<file path="src/rtl/arb_pkg.sv">
// Shared types and sizes for the 16-way round-robin arbiter.
package arb_pkg;

    localparam int N_REQ = 16;
    localparam int ID_W  = 4;

    typedef enum logic {IDLE, GRANT} arb_state_t;

    typedef logic [ID_W-1:0] req_id_t;

endpackage

</file>
<file path="src/rtl/rr_rotate_16.sv">
// Combinational 16-bit rotate-right: dout[k] = din[(k + amt) mod 16].
module rr_rotate_16
    import arb_pkg::*;
(
    input  logic [N_REQ-1:0] din,
    input  req_id_t          amt,
    output logic [N_REQ-1:0] dout
);

    // A shift by the full width yields zero, so amt == 0 needs no special case.
    assign dout = (din >> amt) | (din << (6'(N_REQ) - 6'(amt)));

endmodule

</file>
<file path="src/rtl/arbiter_16_rr.sv">
// Round-robin arbiter with active-low requests and one-cold grants, held until release.
// Define ARB_TIMEOUT_EN to build the hold counter that forces release after MAX_HOLD cycles.
module arbiter_16_rr
    import arb_pkg::*;
#(
    parameter int HOLD_W   = 8,
    parameter int MAX_HOLD = 255,
    parameter int PTR_INIT = 0
) (
    input  logic             CLK,
    input  logic             RST,
    input  logic [N_REQ-1:0] REQ_N,
    input  logic             DONE,
    output logic [N_REQ-1:0] GNT_N,
    output req_id_t          GNT_ID,
    output logic             GNT_VLD,
    output logic             TIMEOUT
);

    localparam req_id_t PTR_RST = req_id_t'(PTR_INIT);

    if (MAX_HOLD < 1 || MAX_HOLD >= (2 ** HOLD_W) || PTR_INIT < 0 || PTR_INIT >= N_REQ) begin : g_bad_cfg
        $error("arbiter_16_rr: MAX_HOLD or PTR_INIT out of range");
    end

    arb_state_t       state;
    req_id_t          ptr;
    req_id_t          offset;
    req_id_t          winner;
    logic [N_REQ-1:0] rot;
    logic             found;
    logic             any;
    logic             owner_rel;
    logic             force_rel;

    rr_rotate_16 u_rot (
        .din  (REQ_N),
        .amt  (ptr),
        .dout (rot)
    );

    // Lowest asserted (zero) position in the rotated vector is the distance from ptr.
    always_comb begin
        offset = '0;
        found  = 1'b0;
        for (int k = 0; k < N_REQ; k++) begin
            if (!found && !rot[k]) begin
                found  = 1'b1;
                offset = req_id_t'(k);
            end
        end
    end

    assign any       = ~&REQ_N;
    assign winner    = ptr + offset;
    assign owner_rel = DONE | REQ_N[GNT_ID];

`ifdef ARB_TIMEOUT_EN
    logic [HOLD_W-1:0] hold_cnt;

    assign force_rel = (hold_cnt == HOLD_W'(MAX_HOLD - 1));

    // TIMEOUT only flags a release that the owner did not ask for itself.
    always_ff @(posedge CLK) begin
        if (RST) begin
            hold_cnt <= '0;
            TIMEOUT  <= 1'b0;
        end else if (state == IDLE) begin
            hold_cnt <= '0;
            TIMEOUT  <= 1'b0;
        end else begin
            hold_cnt <= hold_cnt + HOLD_W'(1);
            TIMEOUT  <= force_rel & ~owner_rel;
        end
    end
`else
    assign force_rel = 1'b0;
    assign TIMEOUT   = 1'b0;
`endif

    // Every release passes through IDLE, which gives the one-cycle bubble between grants.
    always_ff @(posedge CLK) begin
        if (RST) begin
            state   <= IDLE;
            ptr     <= PTR_RST;
            GNT_N   <= '1;
            GNT_ID  <= '0;
            GNT_VLD <= 1'b0;
        end else begin
            case (state)
                IDLE: begin
                    if (any) begin
                        state   <= GRANT;
                        GNT_ID  <= winner;
                        GNT_N   <= ~(N_REQ'(1) << winner);
                        GNT_VLD <= 1'b1;
                    end
                end
                GRANT: begin
                    if (owner_rel || force_rel) begin
                        state   <= IDLE;
                        ptr     <= GNT_ID + req_id_t'(1);
                        GNT_N   <= '1;
                        GNT_VLD <= 1'b0;
                    end
                end
                default: state <= IDLE;
            endcase
        end
    end

endmodule
</file>
<file path="config.mk">
export PLATFORM = sky130hd
export DESIGN_NAME = arbiter_16_rr
export DESIGN_NICKNAME = d
export VERILOG_FILES = /design/src/rtl/arb_pkg.sv /design/src/rtl/rr_rotate_16.sv /design/src/rtl/arbiter_16_rr.sv
export SDC_FILE = /design/constraint.sdc
export NUM_CORES = 1
export LEC_CHECK = 0
export BUFFER_PORTS_ARGS = -buffer_cell sky130_fd_sc_hd__buf_2
export CAP_MARGIN = 40
export CORE_UTILIZATION = 45
export DETAILED_ROUTE_END_ITERATION = 10
export GPL_TIMING_DRIVEN = 0
export PLACE_DENSITY = 0.7
export SETUP_SLACK_MARGIN = 0.02
export SLEW_MARGIN = 0
export SYNTH_ARGS = -nofsm -noshare
export SYNTH_HDL_FRONTEND = slang
export SYNTH_HIERARCHICAL = 1
export SYNTH_SLANG_ARGS = --single-unit
export TNS_END_PERCENT = 50
</file>
<file path="constraint.sdc">
create_clock -name CLK -period 9.24 [get_ports CLK]
set_input_delay 0 -clock CLK [delete_from_list [all_inputs] [get_ports CLK]]
set_output_delay 0 -clock CLK [all_outputs]
set_load 0.05 [all_outputs]
</file>
==> impl_metrics.toml <==
[pwr]
p_int_uw = 558
pwr-share-seq_pct = 14.3
p_clk_share_pct = 8.3
power_switching_uw = 581
comb_power_share_pct = 77.4
leakage_nw = 1.33
swShare_pct = 51.0
power.density_nw_per_um2 = 336
peakVddDrop_uv = 199

[grt]
grt_max_degree = 16
grtUsageTotal_pct = 25.9
antenna_found_initial = 0
grt_pass1_wl_um = 14500
grt_overflow = 0
grt_pass1_vias = 2796

[synth]
synth_most_common_cell = "mux2i_1"
yosys_warnings = 6
avgSynthCellArea_um2 = 9.43
syn_inst = 321
synth_seq_area_share_pct = 17.2
async_flop_share_pct = 0
yosys.area_share.adder_pct = 2.73
synth-seq-cells = 26
synth_area_leaders = "dfxtp_1 (17%), mux2i_1 (17%), mux4_2 (13%), a2bb2oi_1 (5.2%), nor2_1 (3.8%)"
yosys.area_share.simple_pct = 15.5
synth_edf_count = 0
synth_top_area_share_pct = 17.2
synth_top_area_cell = "dfxtp_1"
synth_common_cells = "mux2i_1 (51), nor2_1 (31), nand2_1 (30), dfxtp_1 (26), a2bb2oi_1 (18)"
muxShareOfSynthArea_pct = 32.9
synth_top_family_by_area = "multiplexers"
synth_area_um2 = 3030
synth_nets = 346
synth_top_flop_cell = "dfxtp_1"
synth_compound_area_share_pct = 21.9
synth_xor_area_share_pct = 2.27
synth_cell_type_count = 64

[placement]
dp_cells = 437
io_buffers = 39
gp_congestion = 0.971
dp_hpwl_um = 6680

[route]
routed-wl-met3_um = 642
drt-met1-wl_um = 3990
drcViolationCount = 0
maxUsedRoutingLayer = "met4"
drt_pass1_iterations = 5
totalWireLength_um = 8670
wire_per_inst_um = 19.7
ant_nets = 0
route.met2.wl_um = 3900
viasPerCell = 6.50
drt-initial-drc-count = 213
vias = 2867

[die]
die-area_um2 = 7060
die_width_um = 84.0
coreArea_um2 = 6420
dieHeight_um = 84.0
pin_count = 41
fp-row-count = 29
start_util_pct = 47.1

[critical_path]
cpPeakStageDelay_ns = 0.41
end_kind = "flop"
critPathArrivalTime_ns = 5.19
r2r-start = "ptr[1]"
r2r_setup_slack_ns = 4.18
crit_path_top_delay_cell = "dfxtp_1"
crit_chain = "buf_4 > inv_2 > ha_1 > buf_6 > buf_4 > nor3b_1 > mux2i_1 > o22a_1 > o31ai_1 > nand3_1 > nor3_1 > and3_1 > a311o_1 > ha_1 > inv_1 > fa_1 > xnor2_1 > nand2b_1 > nor3_1 > a2bb2oi_1"
critPathMaxFanout = 10
worstReg2RegEnd = "GNT_N[3]"
criticalPathCategory = "flop to flop"
worstSetupStartpoint = "ptr[1]"
start_kind = "flop"
worstPathRequired_ns = 9.37
r2r_cells = 20

[clock_tree]
cts_tree = "done"
numClockSinks = 26
cts_setup_buffers = 0
cts_hold_buf = 0
ctsLongestPathBuffers = 2
cts_resized = 0
cts_root_buf = "clkbuf_8"
clk_latency_ns = 0.27
cts_buffers = 3
htree_levels = 1
path_clk_slew_ns = 0.09

[finish]
nets = 390
synthToLayoutAreaGrowth_pct = 12.0
multi_input_area_um2 = 2280
nFillCells = 579
drive_gt1_share_pct = 25.3
seqCellArea_um2 = 520
instances_no_fill = 441
n_antenna_cell = 0

[sta]
fin_tns_setup_ns = 0
clock_skew_ns = 0.00242
max_slew_margin_pct = 43.5
worst_pin_slew_ns = 0.842
slew_viol_final = 0
hold_violations = 0
period_needed_ns = 5.06
max_freq_mhz = 198
post-route-period-util_pct = 54.7
setup_viol = 0
rsz0062_at_grt = "no"

[min_path]
min_path_cells = 5
whs_endpoint = "GNT_N[12]"
hold_start = "RST"
hp-class = "primary input to flop"

[job]
maxCapViolations = 0

[run_status]
outcome = "finished clean"
==> power groups by stage <==
stage	sequential, mW	clock [mW]	combinational [mW]
floorplan	0.225	0	0.621
global placement	0.164	0	0.857
detailed placement	0.165	0	0.861
CTS	0.163	0.0960	0.865
global route	0.167	0.100	0.952
finish	0.163	0.0948	0.881
==> per-stage QoR <==
step,hold slack (ns),instance area [µm²],setup slack [ns],util (%),total power [mW]
5_1_grt,0.241,3390,3.66,52.8,1.22
3_3_place_gp,0.445,3320,4.30,51.7,1.02
2_1_floorplan,0.292,3030,5.14,-,0.846
6_report,0.215,3390,4.18,52.8,1.14
4_1_cts,0.202,3390,4.23,52.8,1.12
3_5_place_dp,0.461,3320,4.26,51.7,1.03
==> cells by family after synthesis <==
logic type	Yosys count
AND/OR/NAND/NOR	98
AO/OA/AOI/OAI	80
multiplexers	73
buffers and inverters	30
flip-flops	26
XOR/XNOR	7
adder cells (fa/ha/maj)	6
other	1
==> worst max-delay path, delay by kind of cell, from the launching register on <==
family	cells	cell delay [ns]
adder cells (fa/ha/maj)	3	0.96
buffers and inverters	5	0.82
multiplexers	1	0.22
AO/OA/AOI/OAI	4	0.64
AND/OR/NAND/NOR	6	1.68
flip-flops	1	0.41
XOR/XNOR	1	0.19
==> cell type report <==
class                   instances  area share [%]
multi-input cells             265            67.3
flip-flops and latches         26            15.4
repair buffers                 39            5.76
plain buffers                  21            5.65
well taps                      77            2.84
clock buffers                   3            1.22
inverters                       9           0.996
clock inverters                 1           0.886
==> sequential cells by signal, summed over array words and instances, names as in the netlist <==
register / cells
GNT_N: 16
GNT_ID: 4
ptr: 4
GNT_VLD: 1
state: 1
==> worst max path at each step <==
stage           endpoint  cells after the start  slack, ns
6_report        GNT_N[3]                     20       4.18
5_1_grt        GNT_ID[3]                     20       3.66
3_3_place_gp   GNT_ID[3]                     20       4.30
3_5_place_dp   GNT_ID[3]                     20       4.26
2_1_floorplan  GNT_ID[3]                     18       5.14
4_1_cts        GNT_ID[3]                     20       4.23
==> cells in the final DEF (no fill, tap or decap), types with 7 or more instances in the layout <==
cell       count
buf_2         43
a2bb2oi_1     18
nor2_1        31
nand2_1       30
o21ai_0       11
nand4_1        7
dfxtp_1       26
mux4_2        17
inv_1          7
mux2i_1       51
==> metal layers <==
layer	vias to the layer above	GRT usage (%)
met5	-	0
met4	0	6.11
met3	15	4.45
met2	124	40.9
met1	1386	36.8
li1	1342	-
Power figures use the tool's default switching activity.
